==> config.mk <==
export PLATFORM = sky130hd
export DESIGN_NAME = icache
export DESIGN_NICKNAME = d
export VERILOG_FILES = /design/src/rtl/icache.sv
export SDC_FILE = /design/constraint.sdc
export NUM_CORES = 1
export LEC_CHECK = 0
export CAP_MARGIN = 20
export CORE_MARGIN = 2
export CORE_UTILIZATION = 45
export CTS_CLUSTER_SIZE = 28
export DETAILED_ROUTE_END_ITERATION = 8
export GPL_ROUTABILITY_DRIVEN = 0
export SLEW_MARGIN = 10
export SYNTH_ARGS = -nofsm -noshare
export SYNTH_HDL_FRONTEND = slang
export SYNTH_SLANG_ARGS = --single-unit
==> constraint.sdc <==
create_clock -name CLK -period 10 [get_ports CLK]
set_clock_uncertainty 0.2 [all_clocks]
set_input_delay 1 -clock CLK [delete_from_list [all_inputs] [get_ports CLK]]
set_output_delay 1 -clock CLK [all_outputs]
set_load 0.005 [all_outputs]
==> src/rtl/icache.sv <==
// Direct-mapped, one-word-per-frame instruction cache with combinational lookup.
// Misses are filled from the memory controller through the iREN/iwait/iload port.
module icache #(
    parameter int SETS  = 16,
    parameter int IDX_W = 4,
    parameter int TAG_W = 26
) (
    input  logic        CLK,
    input  logic        RST,
    input  logic        imemREN,
    input  logic [31:0] imemaddr,
    input  logic        halt,
    output logic        ihit,
    output logic [31:0] imemload,
    output logic        iREN,
    output logic [31:0] iaddr,
    input  logic        iwait,
    input  logic [31:0] iload,
    output logic [15:0] hit_count,
    output logic [15:0] miss_count
);
    localparam logic [0:0] IDLE = 1'b0;
    localparam logic [0:0] FILL = 1'b1;

    typedef struct packed {
        logic [TAG_W-1:0] tag;
        logic [31:0]      word;
    } frame_t;

    logic [0:0]       state;
    logic [31:0]      fill_addr;
    logic [SETS-1:0]  valid;
    frame_t           frames [SETS];

    logic [IDX_W-1:0] req_idx, fill_idx;
    logic [TAG_W-1:0] req_tag, fill_tag;
    logic             lookup, hit, miss, fill_done;

    assign req_idx  = imemaddr[1+IDX_W:2];
    assign req_tag  = imemaddr[31:2+IDX_W];
    assign fill_idx = fill_addr[1+IDX_W:2];
    assign fill_tag = fill_addr[31:2+IDX_W];

    assign lookup    = (state == IDLE) && imemREN && !halt;
    assign hit       = lookup && valid[req_idx] && (frames[req_idx].tag == req_tag);
    assign miss      = lookup && !hit;
    // A halt in FILL abandons the fill, even if memory grants it that cycle.
    assign fill_done = (state == FILL) && !halt && !iwait;

    assign ihit     = hit;
    assign imemload = hit ? frames[req_idx].word : 32'h0;
    assign iREN     = (state == FILL);
    assign iaddr    = (state == FILL) ? fill_addr : 32'h0;

    always_ff @(posedge CLK or posedge RST) begin
        if (RST) begin
            state      <= IDLE;
            fill_addr  <= 32'h0;
            valid      <= '0;
            hit_count  <= 16'h0;
            miss_count <= 16'h0;
        end else begin
            case (state)
                IDLE: begin
                    if (miss) begin
                        fill_addr <= imemaddr & ~32'h3;
                        state     <= FILL;
                    end
                end
                default: begin
                    if (halt) begin
                        state <= IDLE;
                    end else if (!iwait) begin
                        valid[fill_idx] <= 1'b1;
                        state           <= IDLE;
                    end
                end
            endcase
            if (hit && hit_count != 16'hFFFF)
                hit_count <= hit_count + 16'h1;
            if (miss && miss_count != 16'hFFFF)
                miss_count <= miss_count + 16'h1;
        end
    end

    // Tag/data need no reset: valid bits gate every read.
    always_ff @(posedge CLK) begin
        if (fill_done)
            frames[fill_idx] <= '{tag: fill_tag, word: iload};
    end
endmodule

==> results, run 1 <==
- The number of flops mapped to enable cells by yosys is between 900 and 1000.
- The share of synthesized flip-flops with an asynchronous set or reset is slightly below 8%.
- Setup repair after global routing left no endpoint under its margin.
- After detailed routing, the total wire length is roughly 93 mm.
- The first-pass iteration count of the detailed router is 5.
- The number of nets still failing antenna checks after routing is 0.
- STA classifies the critical path startpoint as an input pin.
- In this run, post-CTS hold repair placed 0 buffers.
- The fraction of final layout cells with drive strength greater than 1 is about a quarter.
- For this run, design rule violations remaining after detail routing come to 0.
- The maximum clock frequency is ~0.14 GHz.
- Registers take ~30000 um2.
- The number of I/O pins is 167.
- For this run, the number of Yosys warnings is 0.
- The cell total after placement is ~3100.
- The run finished with clean final reports.
- The dominant synthesized flop cell is edfxtp_1.
- The max-slew violation total from the final report is 0.
- The number of antenna violations at the first check in global routing was 8.
- The total power density per cell area is 201 nW/um2.
- Global routing finished with a remaining overflow of 0.
- The detailed router finished its first iteration with about 1800 violations.
- The first global-routing pass estimated 136 mm of wire.
- The insertion delay to the later sink of the worst-skew pair is roughly 660 ps.
- The register clock-pin slew on the reported worst setup and hold paths is 60 ps.
- The floorplan has between 100 and 150 rows.
- The top cell types in the final layout, fill and taps aside, are 928 x edfxtp_1, 223 x mux4_2, 158 x clkdlybuf4s50_1.
- At the pin with the least slew margin, the transition time is 1050 ps.
- Gates resized during post-CTS repair numbered 0.
- Entering global routing, the biggest net connects about 90 pins.
- For the final routed database, the setup TNS stands at 0 ps.
- The signed area change from the synthesized netlist to the final layout is 16.2%.
- After synthesis, the netlist uses between 60 and 70 different library cells.
- The initial utilization of the core area, before any placement, comes to between 40% and 50%.
- The floorplan step defined a die boundary enclosing between 90000 and 100000 um2.
- In the final design database the tool counted around 2100 nets.
- The worst endpoint required time is 8800 ps.
- Clock tree synthesis inserted a total of approximately 100 buffers.
- The TritonCTS clock tree is yes.
- IR analysis of the VDD net gives a maximum drop of 0.000138 V.
- Dividing the detail-routed via count by the number of cells gives ~5.8.
- The netlist area before placement is ~40000 um2.
- The number of global-route vias before repair is a little under 20000.
- Averaged over all synthesized cells, the footprint is between 20 and 25 um2.
- The deepest clock path buffer count is 3.
- The total area of multi-input combinational cells is ~9000 um2.
- In this run the tightest slew margin relative to its limit is approximately 30%.
- In this run the clock root is driven by a clkbuf_16.
- The final-report hold violation count came to 0.
- The post-route non-filler standard cell count is about 3300.
- The count of final setup violators is 0.
- The overall die height is 300 um.
- The share of the clock period used by the worst path is between 70% and 80%.
- The leakage power of the design is approximately 15 nW.
- The worst setup path category is input pin to output pin.
- The post-synthesis instance total is about 1900.
- The clock period minus worst slack is around 7300 ps.
- The category of the worst setup path capture point is an output pin.
- Sequential elements use between 70% and 80% of the synthesized area.
- The synthesis-stage register bit count is between 1000 and 1500.
- The detailed router placed ~19000 vias in this run.
- The clock net sink count is about 1000.
- Counting the fill cells in the layout gives approximately 6700.
- The number of violations of the max-capacitance limit is 0.
- Global routing used a little over a fifth of the available tracks across all layers.
- During placement, the flow inserted port buffers numbering 162.
- After clock tree synthesis, the setup repair step added 0 buffers.
- Data on the critical path arrives at its endpoint at 6130 ps.
- CTS built an H-tree with a depth of 3.
- The path class of the tightest hold or removal check is flop to flop.
- The floorplan step defined a core boundary enclosing ~87000 um2.
- Along the worst path, the maximum fanout reaches 90.
- After detailed routing, the average wire length per cell comes to 28.0 um.
- Once detailed placement completed, the half-perimeter wirelength came to between 40 and 50 mm.
- The overall die width is roughly 300 um.
- The commonest non-fill, non-tap cell in the layout is edfxtp_1.
## state kept, by name, summed over array words and instances (netlist names)
| signal | cells |
|---|---|
| fill_addr | 30 |
| miss_count | 16 |
| valid | 16 |
| iREN | 1 |
| hit_count | 16 |
| frames | 928 |
## synthesized netlist by cell type (20+ instances only)
cell      instances  share of area [%]
nand3_1          20               0.25
nor2_1           24               0.23
xor2_1           20               0.44
nor2b_1          39               0.62
mux2i_1         103                2.6
mux4_2          223                 13
xnor2_1          27               0.60
dfrtp_1          79                5.0
clkbuf_1         36               0.34
edfxtp_1        928                 71
mux2_2           37                1.1
buf_2            33               0.42
nand2_1          29               0.28
a22oi_1          33               0.63
and2_1           34               0.54
## area by class of cell
class / count / share of cell area [%]
diodes: 4 / 0.0218
clock buffers: 132 / 5.92
clock inverters: 61 / 1.30
inverters: 12 / 0.106
multi-input cells: 741 / 20.1
flip-flops and latches: 1007 / 65.0
well taps: 1155 / 3.15
repair buffers: 209 / 4.38
## layer usage
metal	up-vias	share of wire (%)	track usage, %
li1	8098	-	-
met1	10400	44	29.9
met2	512	49	33.7
met3	122	5.6	3.37
met4	12	1.7	4.90
met5	-	0.082	0
## path summary, 6_finish.rpt
check / slack [ps] / to / cells after the start / from
min in group asynchronous: 540 / fill_addr[18] / 2 / RST
setup / recovery: 2670 / imemload[31] / 12 / imemaddr[3]
max in group asynchronous: 7890 / iREN / 3 / RST
hold reg to reg: 270 / valid[0] / 1 / valid[0]
hold / removal: 270 / valid[0] / 1 / valid[0]
setup reg to reg: 5230 / fill_addr[24] / 10 / frames[15][32]
## cells by family (layout without fill, tap and decap cells)
group / after synthesis / count (layout) / synth area share [%]
buffers and inverters: 105 / 414 / 1.43
other: 1 / 6 / 0.00950
muxes: 371 / 371 / 16.8
and+or+nand+nor: 239 / 239 / 3.54
xor gates and xnor gates: 47 / 47 / 1.04
DFF: 1007 / 1007 / 75.6
AOI/OAI and AO/OA: 80 / 80 / 1.52
adders and majority gates: 2 / 2 / 0.0634
## worst max-delay path, stage by stage
cell and delay [ps]:
buf_8 620, buf_4 740, mux4_2 600, mux2i_1 140, mux2i_1 110, xnor2_1 180
nand3_1 200, nor4_2 490, nand4_4 650, buf_4 530, nor2b_1 190, clkdlybuf4s50_1 530
## power by group
group | total [mW] | internal, mW | switching, mW
Clock | 3.76 | 2.18 | 1.58
Sequential | 4.90 | 4.77 | 0.138
Combinational | 0.549 | 0.275 | 0.274
## stage by stage
stage	hold slack (ps)	utilization [%]	setup WS [ps]	power (mW)	instance area (um2)
2_1_floorplan	234	-	3380	5.27	39500
3_3_place_gp	246	49.0	2530	5.52	42500
3_5_place_dp	249	49.0	2540	5.55	42500
4_1_cts	263	52.8	2490	9.29	45900
5_1_grt	280	52.8	2260	9.51	45900
6_report	265	52.8	2670	9.21	45900
Note: power is estimated with default switching activity, not from simulation.
==> inputs of run 2 (changes only) <==
==> constraint.sdc (replaced) <==
create_clock -name CLK -period 7 [get_ports CLK]
set_clock_uncertainty 0.2 [all_clocks]
set_input_delay 0.7 -clock CLK [delete_from_list [all_inputs] [get_ports CLK]]
set_output_delay 0.7 -clock CLK [all_outputs]
set_load 0.005 [all_outputs]
==> run 2 against run 1 <==
  * Total power increased by 40%
  * Register-to-register slack got worse by 2500 ps
  * Wire length is 0.24% lower
  * Via count shrank 0.17%
  * Die area is the same
  * Sequential share of layout area rose by 0.057 points
  * Critical path type unchanged
  * Critical endpoint is now imemload[7]
  * Largest cell class unchanged
  * Largest power group unchanged
  * Highest routed layer unchanged
==> results, run 2 (synthesis results as in run 1) <==
- The worst setup path is of the input pin to output pin kind.
- In this run, post-CTS hold repair placed 0 buffers.
- The clock net sink count is slightly above 1000.
- The number of antenna violations at the first check in global routing is 10.
- The tightest slew margin relative to the limit is a little under a third.
- The residual overflow from global routing is 0.
- Buffers placed on the I/O ports in this run total between 150 and 200.
- STA classifies the critical path endpoint as an output pin.
- The final routed wire length divided by cell count is 27.8 um.
- The multi-input combinational cells in the finished layout cover a total of 9210 um2.
- The clock share of power is roughly two fifths.
- The flow ran to the end, and the final reports show no timing, DRC or antenna violations.
- After detailed routing, the number of remaining DRC violations is 0.
- Together, buffers and inverters on the worst path number 6.
- In the finished design, the share of the clock period the worst path needs comes to 84.5%.
- Counting the fill cells in the layout gives about 6800.
- In this run the core area contains around 110 standard-cell rows.
- The proportion of power drawn by combinational gates is 6.1%.
- The placeable core area is around 87000 um2.
- The max-slew violation total from the final report is 0.
- The number of global-route vias before repair is about 20000.
- Before antenna repair, the detailed router went through 5 iterations.
- In the post-route analysis, the smallest setup slack over all paths is ~1100 ps.
- Dividing the detail-routed via count by the number of cells gives about 5.7.
- The register-to-register path setup slack is 2700 ps.
- The overall die height is roughly 300 um.
- After clock tree synthesis, the clock-pin slew on the worst setup and hold paths is 60 ps.
- The number of violations of the max-capacitance limit is 0.
- The largest individual stage delay along the critical path comes from the cell buf_4.
- The die covers around 90000 um2.
- The largest register by flop count is frames.
- The detailed router finished its first iteration with between 1000 and 1500 violations.
- Setup violations remaining at the end of the flow were counted as 0.
- The count of buffers added by post-CTS timing repair for setup is 0.
- In this design, the largest share of critical-path delay is due to buffers and inverters.
- For this configuration, the core starts out at a cell density of around 45%.
- Before CTS, the worst setup slack after placement is approximately 1000 ps.
- The share of total power dissipated in sequential elements is 54.5%.
- The switching component of the power is 2.75 mW.
- The start of the worst register-to-register path is frames[7][38].
- The sum of net half-perimeters after detailed placement is around 50 mm.
- Measured along the x axis, the die boundary spans approximately 300 um.
- The number of I/O pins is ~170.
- The register area is between 20000 and 30000 um2.
- Once the clock tree was built, the resizer swapped 0 gates to a different size.
- The library cells used most frequently in the layout, excluding fill and tap cells, are 928 x edfxtp_1, 223 x mux4_2, 158 x clkdlybuf4s50_1.
- The internal power of the cells totals 10.1 mW.
- The overall power consumption is between 10 and 15 mW.
- TritonCTS built the clock tree.
- The most used cell along the critical path is buf_4.
- The fraction of final layout cells with drive strength greater than 1 is around a quarter.
- The total CTS buffers is ~100.
- At the pin with the least slew margin, the transition time is roughly 1000 ps.
- The largest registers in the layout are frames (928), fill_addr (30).
- The number of H-tree levels is 3.
- The combined global-route utilization of all metal layers is approximately a fifth.
- The worst register-to-register path ends at fill_addr[31].
- The overall routed net length is 92.6 mm.
- The arrival time at the worst endpoint is around 5000 ps.
- The worst-case reg-to-reg path depth is 11.
- Relative to the synthesized area, the layout overhead comes to 16.1%.
- For this design the ratio of total power to cell area is about 280 nW/um2.
- The worst endpoint required time is 6100 ps.
- STA classifies the critical path startpoint as an input pin.
- At the later pin of the worst-skew pair, clock insertion delay measures ~630 ps.
- The global-route wire length before repair is 135 mm.
- The worst hold path class is input pin to async pin.
- The longest clock path from root to sink contains 3 buffers.
- Setup repair after global routing left no endpoint under its margin.
- The register with the most flip-flops in the layout has 928 of them.
- The maximum number of pins on one net before global-route repair is 63.
- In this run the static leakage power is about 15 nW.
- The routed design could run at a clock period as short as roughly 5900 ps.
- The library cell used most frequently in the layout, excluding fill and tap cells, is edfxtp_1.
- Based on the critical path, the design can be clocked at up to between 0.15 and 0.2 GHz.
- The tree is rooted in a clkbuf_16.
- Once detail routing completed, the nets flagged for antenna violations numbered 0.
- The final hold slack is 237 ps.
- The share of total power consumed by net switching is a little over a fifth.
- Adding up every negative setup slack in the final design gives 0 ps.
- The largest single stage delay on the critical path is about 550 ps.
- Walking the worst path, the cells encountered are buf_4 > clkinv_2 > buf_4 > buf_4 > nand2_1 > nand2_1 > o21ai_0 > mux2_2 > nor4b_2 > nand4_4 > buf_4 > nor2b_1 > clkdlybuf4s50_1.
- The worst-case IR drop observed on VDD is 0.000173 V.
- The biggest fanout along the worst timing path is 57.
- The net count of the finished layout is 2162.
- Summing over every cut layer, the via total after detailed routing is roughly 19000.
- The final-report hold violation count is 0.
run 2: metrics by stage:
stage | cells | util [%] | cell area, um2
after floorplan | 1853 | - | 39500
after global placement | 3141 | 49.2 | 42700
after detailed placement | 3142 | 49.2 | 42700
after CTS | 3329 | 52.8 | 45800
after global routing | 3330 | 52.8 | 45800
final | 3331 | 52.8 | 45800
run 2: area by class of cell:
type / instances / area share [%]
clock inverter: 48 / 0.794
sequential: 1007 / 65.1
timing repair buffer: 227 / 4.78
inverter: 12 / 0.106
tap: 1155 / 3.15
clock buffer: 139 / 5.96
antenna: 2 / 0.0109
multi-input combinational: 741 / 20.1
run 2: worst max path at each step:
stage                      startpoint           to  slack, ps  depth (start not counted)
after detailed placement  imemaddr[5]  imemload[7]       1020                         13
final                     imemaddr[5]  imemload[7]       1090                         13
after global routing      imemaddr[2]  imemload[7]        690                         11
after global placement    imemaddr[5]  imemload[7]       1090                         13
after CTS                 imemaddr[2]  imemload[7]        970                         11
after floorplan                  halt     valid[0]        680                          4
run 2: routing by layer:
metal	wire length [um]	part of all wire, %	global-route usage, %	vias up
li1	-	-	-	8114
met1	39800	43	29.3	10300
met2	45500	49	33.8	584
met3	5370	5.8	3.35	139
met4	1870	2.0	5.20	12
met5	80	0.086	0	-
run 2: worst register-to-register path: cells and delay by family, from the launching register on:
kind	cells	cell delay, ps
buf+inv	2	720
simple gates	4	1370
mux	4	1180
flops	1	360
xor+xnor	1	360
run 2: power by group through the flow:
stage	logic, mW	clock network [mW]	registers, mW
2_1_floorplan	0.475	0	7.05
3_3_place_gp	0.779	0	7.11
3_5_place_dp	0.792	0	7.13
4_1_cts	0.796	5.18	7.01
5_1_grt	0.843	5.41	7.04
6_report	0.781	5.08	7.01
==> inputs of run 3 (changes only) <==
==> constraint.sdc (replaced) <==
create_clock -name CLK -period 6 [get_ports CLK]
set_clock_uncertainty 0.2 [all_clocks]
set_input_delay 0.6 -clock CLK [delete_from_list [all_inputs] [get_ports CLK]]
set_output_delay 0.6 -clock CLK [all_outputs]
set_load 0.005 [all_outputs]
==> run 3 against run 2 <==
  * Register-to-register slack got worse by 800 ps
  * Count of clock-buffer cells in the layout fell by 4
  * Cell area rose by 0.93%
  * First-iteration DRC count rose by 13%
  * Worst setup slack got worse by 420 ps
  * Flip-flop and latch count did not move
  * Clock power rose by 27%
  * Utilization rose by 0.49 points
  * Critical endpoint is now imemload[23]
  * Highest routed layer unchanged
==> results, run 3 (synthesis results as in run 1) <==
- The sort of element at the start of the critical path is an input pin.
- The first-iteration detailed-routing DRC count is between 1500 and 2000.
- The number of antenna repair diodes is 0.
- For this design, the CTS-stage hold fixing added 0 buffers.
- The floorplan has around 110 rows.
- The placeable core area is roughly 87000 um2.
- The run finished with clean final reports.
- The register-to-register path setup slack is 1900 ps.
- The count of cells in the finished layout, fillers not included, comes to ~3300.
- The port buffer count is between 150 and 200.
- The startpoint identified for the worst register-to-register timing path is frames[15][56].
- The endpoint of the lowest-slack register-to-register path is fill_addr[6].
- Entering global routing, the biggest net connects between 60 and 70 pins.
- Summed over all layers, the global routing overflow is 0.
- The max-slew violation total from the final report is 0.
- The number of vias after detailed routing is 19400.
- For this design, the sink count on the clock tree is ~1000.
- The overall die height is between 300 and 400 um.
- The first-pass iteration count of the detailed router is 5.
- The total power density per cell area is between 300 and 400 nW/um2.
- The insertion delay to the later sink of the worst-skew pair is ~670 ps.
- After clock tree synthesis, the setup repair step added 0 buffers.
- The tightest slew margin relative to the limit is a little over a third.
- The overall routed net length is just over 90 mm.
- After clock tree synthesis, the repair step resized 0 gates.
- The per-cell via count in the routed design is a little under 6.
- IR analysis of the VDD net gives a maximum drop of ~0.00023 V.
- The cell sitting at the root of the clock tree is a clkbuf_16.
- Data on the critical path arrives at its endpoint at about 4500 ps.
- Global routing consumed, over all layers together, around a fifth of the routing resources.
- The worst endpoint required time is ~5200 ps.
- The deepest clock path buffer count is 3.
- Setup repair after global routing left no endpoint under its margin.
- The global-route wire length before repair is 136 mm.
- The biggest fanout along the worst timing path is 62.
- The post-detailed-placement cell area is ~43000 um2.
- The final routed wire length divided by cell count is between 20 and 30 um.
- The setup total negative slack is 0 ps.
- Measured in cells, the most critical reg-to-reg path has a length of 12.
- STA classifies the critical path endpoint as an output pin.
- The register clock-pin slew on the reported worst setup and hold paths is around 60 ps.
- The leakage power of the design is around 15 nW.
- The initial utilization of the core area, before any placement, comes to 45.5%.
- Across the run, the number of max-cap violations was 0.
- The number of antenna violations at the first check in global routing is 5.
- In the layout the commonest cells are 928 x edfxtp_1, 223 x mux4_2, 158 x clkdlybuf4s50_1.
- Derived from the worst setup path, the maximum achievable clock frequency is 0.188 GHz.
- The design draws ~16 mW.
- The tightest hold path in the finished design has a slack of around 140 ps.
- The share of the clock period used by the worst path is 88.9%.
- In the final layout, the share of cells above drive strength 1 is 24.3%.
- Counting flops per register, the top entry is frames.
- Setup violations remaining at the end of the flow were counted as 0.
- The area growth from synthesis to layout is 17.2%.
- The register with the most flip-flops in the layout has approximately 930 of them.
- The wire-length estimate of the detail-placed layout is between 40 and 50 mm.
- The number of global-route vias before repair is approximately 20000.
- The overall die width is 300 um.
- TritonCTS created between 100 and 150 clock buffers.
- Leaving out fill and tap cells, the most frequent cell in the layout is edfxtp_1.
- The clock period minus worst slack is approximately 5300 ps.
- The final instance area is about 46000 um2.
- The final-report hold violation count is 0.
- In this run the count of I/O pins placed on the die edge is between 150 and 200.
- After detailed placement, the design holds a cell count of ~3100.
- At the pin with the least slew margin, the transition time is approximately 970 ps.
- The count of nets left with antenna violations once routing finished came out at 0.
- The number of H-tree levels is 3.
- The worst hold path class is input pin to async pin.
- In the final layout, the registers with the most flip-flops are frames (928), fill_addr (30).
- The worst setup path is of the input pin to output pin kind.
- The final routed DRC violation total is 0.
- The die covers 90200 um2.
- TritonCTS built the clock tree.
- The count of nets after finishing is 2161.
## run 3: layout make-up
cell class	instances	area [um2]
clock buffers	135	2790
clock inverters	58	636
fillers	6705	40600
inverters	12	48.8
multi-input cells	741	9240
flip-flops and latches	1007	29800
well taps	1155	1450
repair buffers	225	2270
## run 3: how the worst max path moves through the flow
stage / from / to / slack, ps / depth (start not counted)
4_1_cts: imemaddr[3] / imemload[23] / 640 / 12
5_1_grt: imemaddr[3] / imemload[16] / 450 / 12
3_3_place_gp: imemaddr[3] / imemload[9] / 610 / 12
6_report: imemaddr[3] / imemload[23] / 670 / 12
2_1_floorplan: halt / frames[3][0] / 1370 / 3
3_5_place_dp: imemaddr[3] / imemload[23] / 690 / 12
## run 3: critical path: stages
cell             delay (ps)
buf_8                   450
buf_4                   510
mux4_2                  560
mux2_2                  300
nor3_1                  140
o22ai_1                  90
o21a_1                  120
nor4_2                  390
nand4_4                 230
buf_4                   330
nor2b_1                 190
clkdlybuf4s50_1         520
## run 3: routing by layer
| metal | vias up | part of all wire [%] | track usage, % |
|---|---|---|---|
| li1 | 8120 | - | - |
| met1 | 10600 | 45 | 31.1 |
| met2 | 565 | 48 | 32.2 |
| met3 | 121 | 5.7 | 3.50 |
| met4 | 10 | 1.7 | 4.52 |
| met5 | - | 0.073 | 0 |
## run 3: per-stage QoR
| step | util [%] | setup slack (ps) |
|---|---|---|
| after floorplan | - | 1370 |
| after global placement | 49.3 | 608 |
| after detailed placement | 49.3 | 686 |
| after CTS | 53.2 | 639 |
| after global routing | 53.3 | 453 |
| final | 53.3 | 668 |
## run 3: where the power goes
group	switching, mW	internal [mW]
Clock	2.64	3.80
Combinational	0.452	0.462
Sequential	0.237	7.94
Total	3.32	12.2
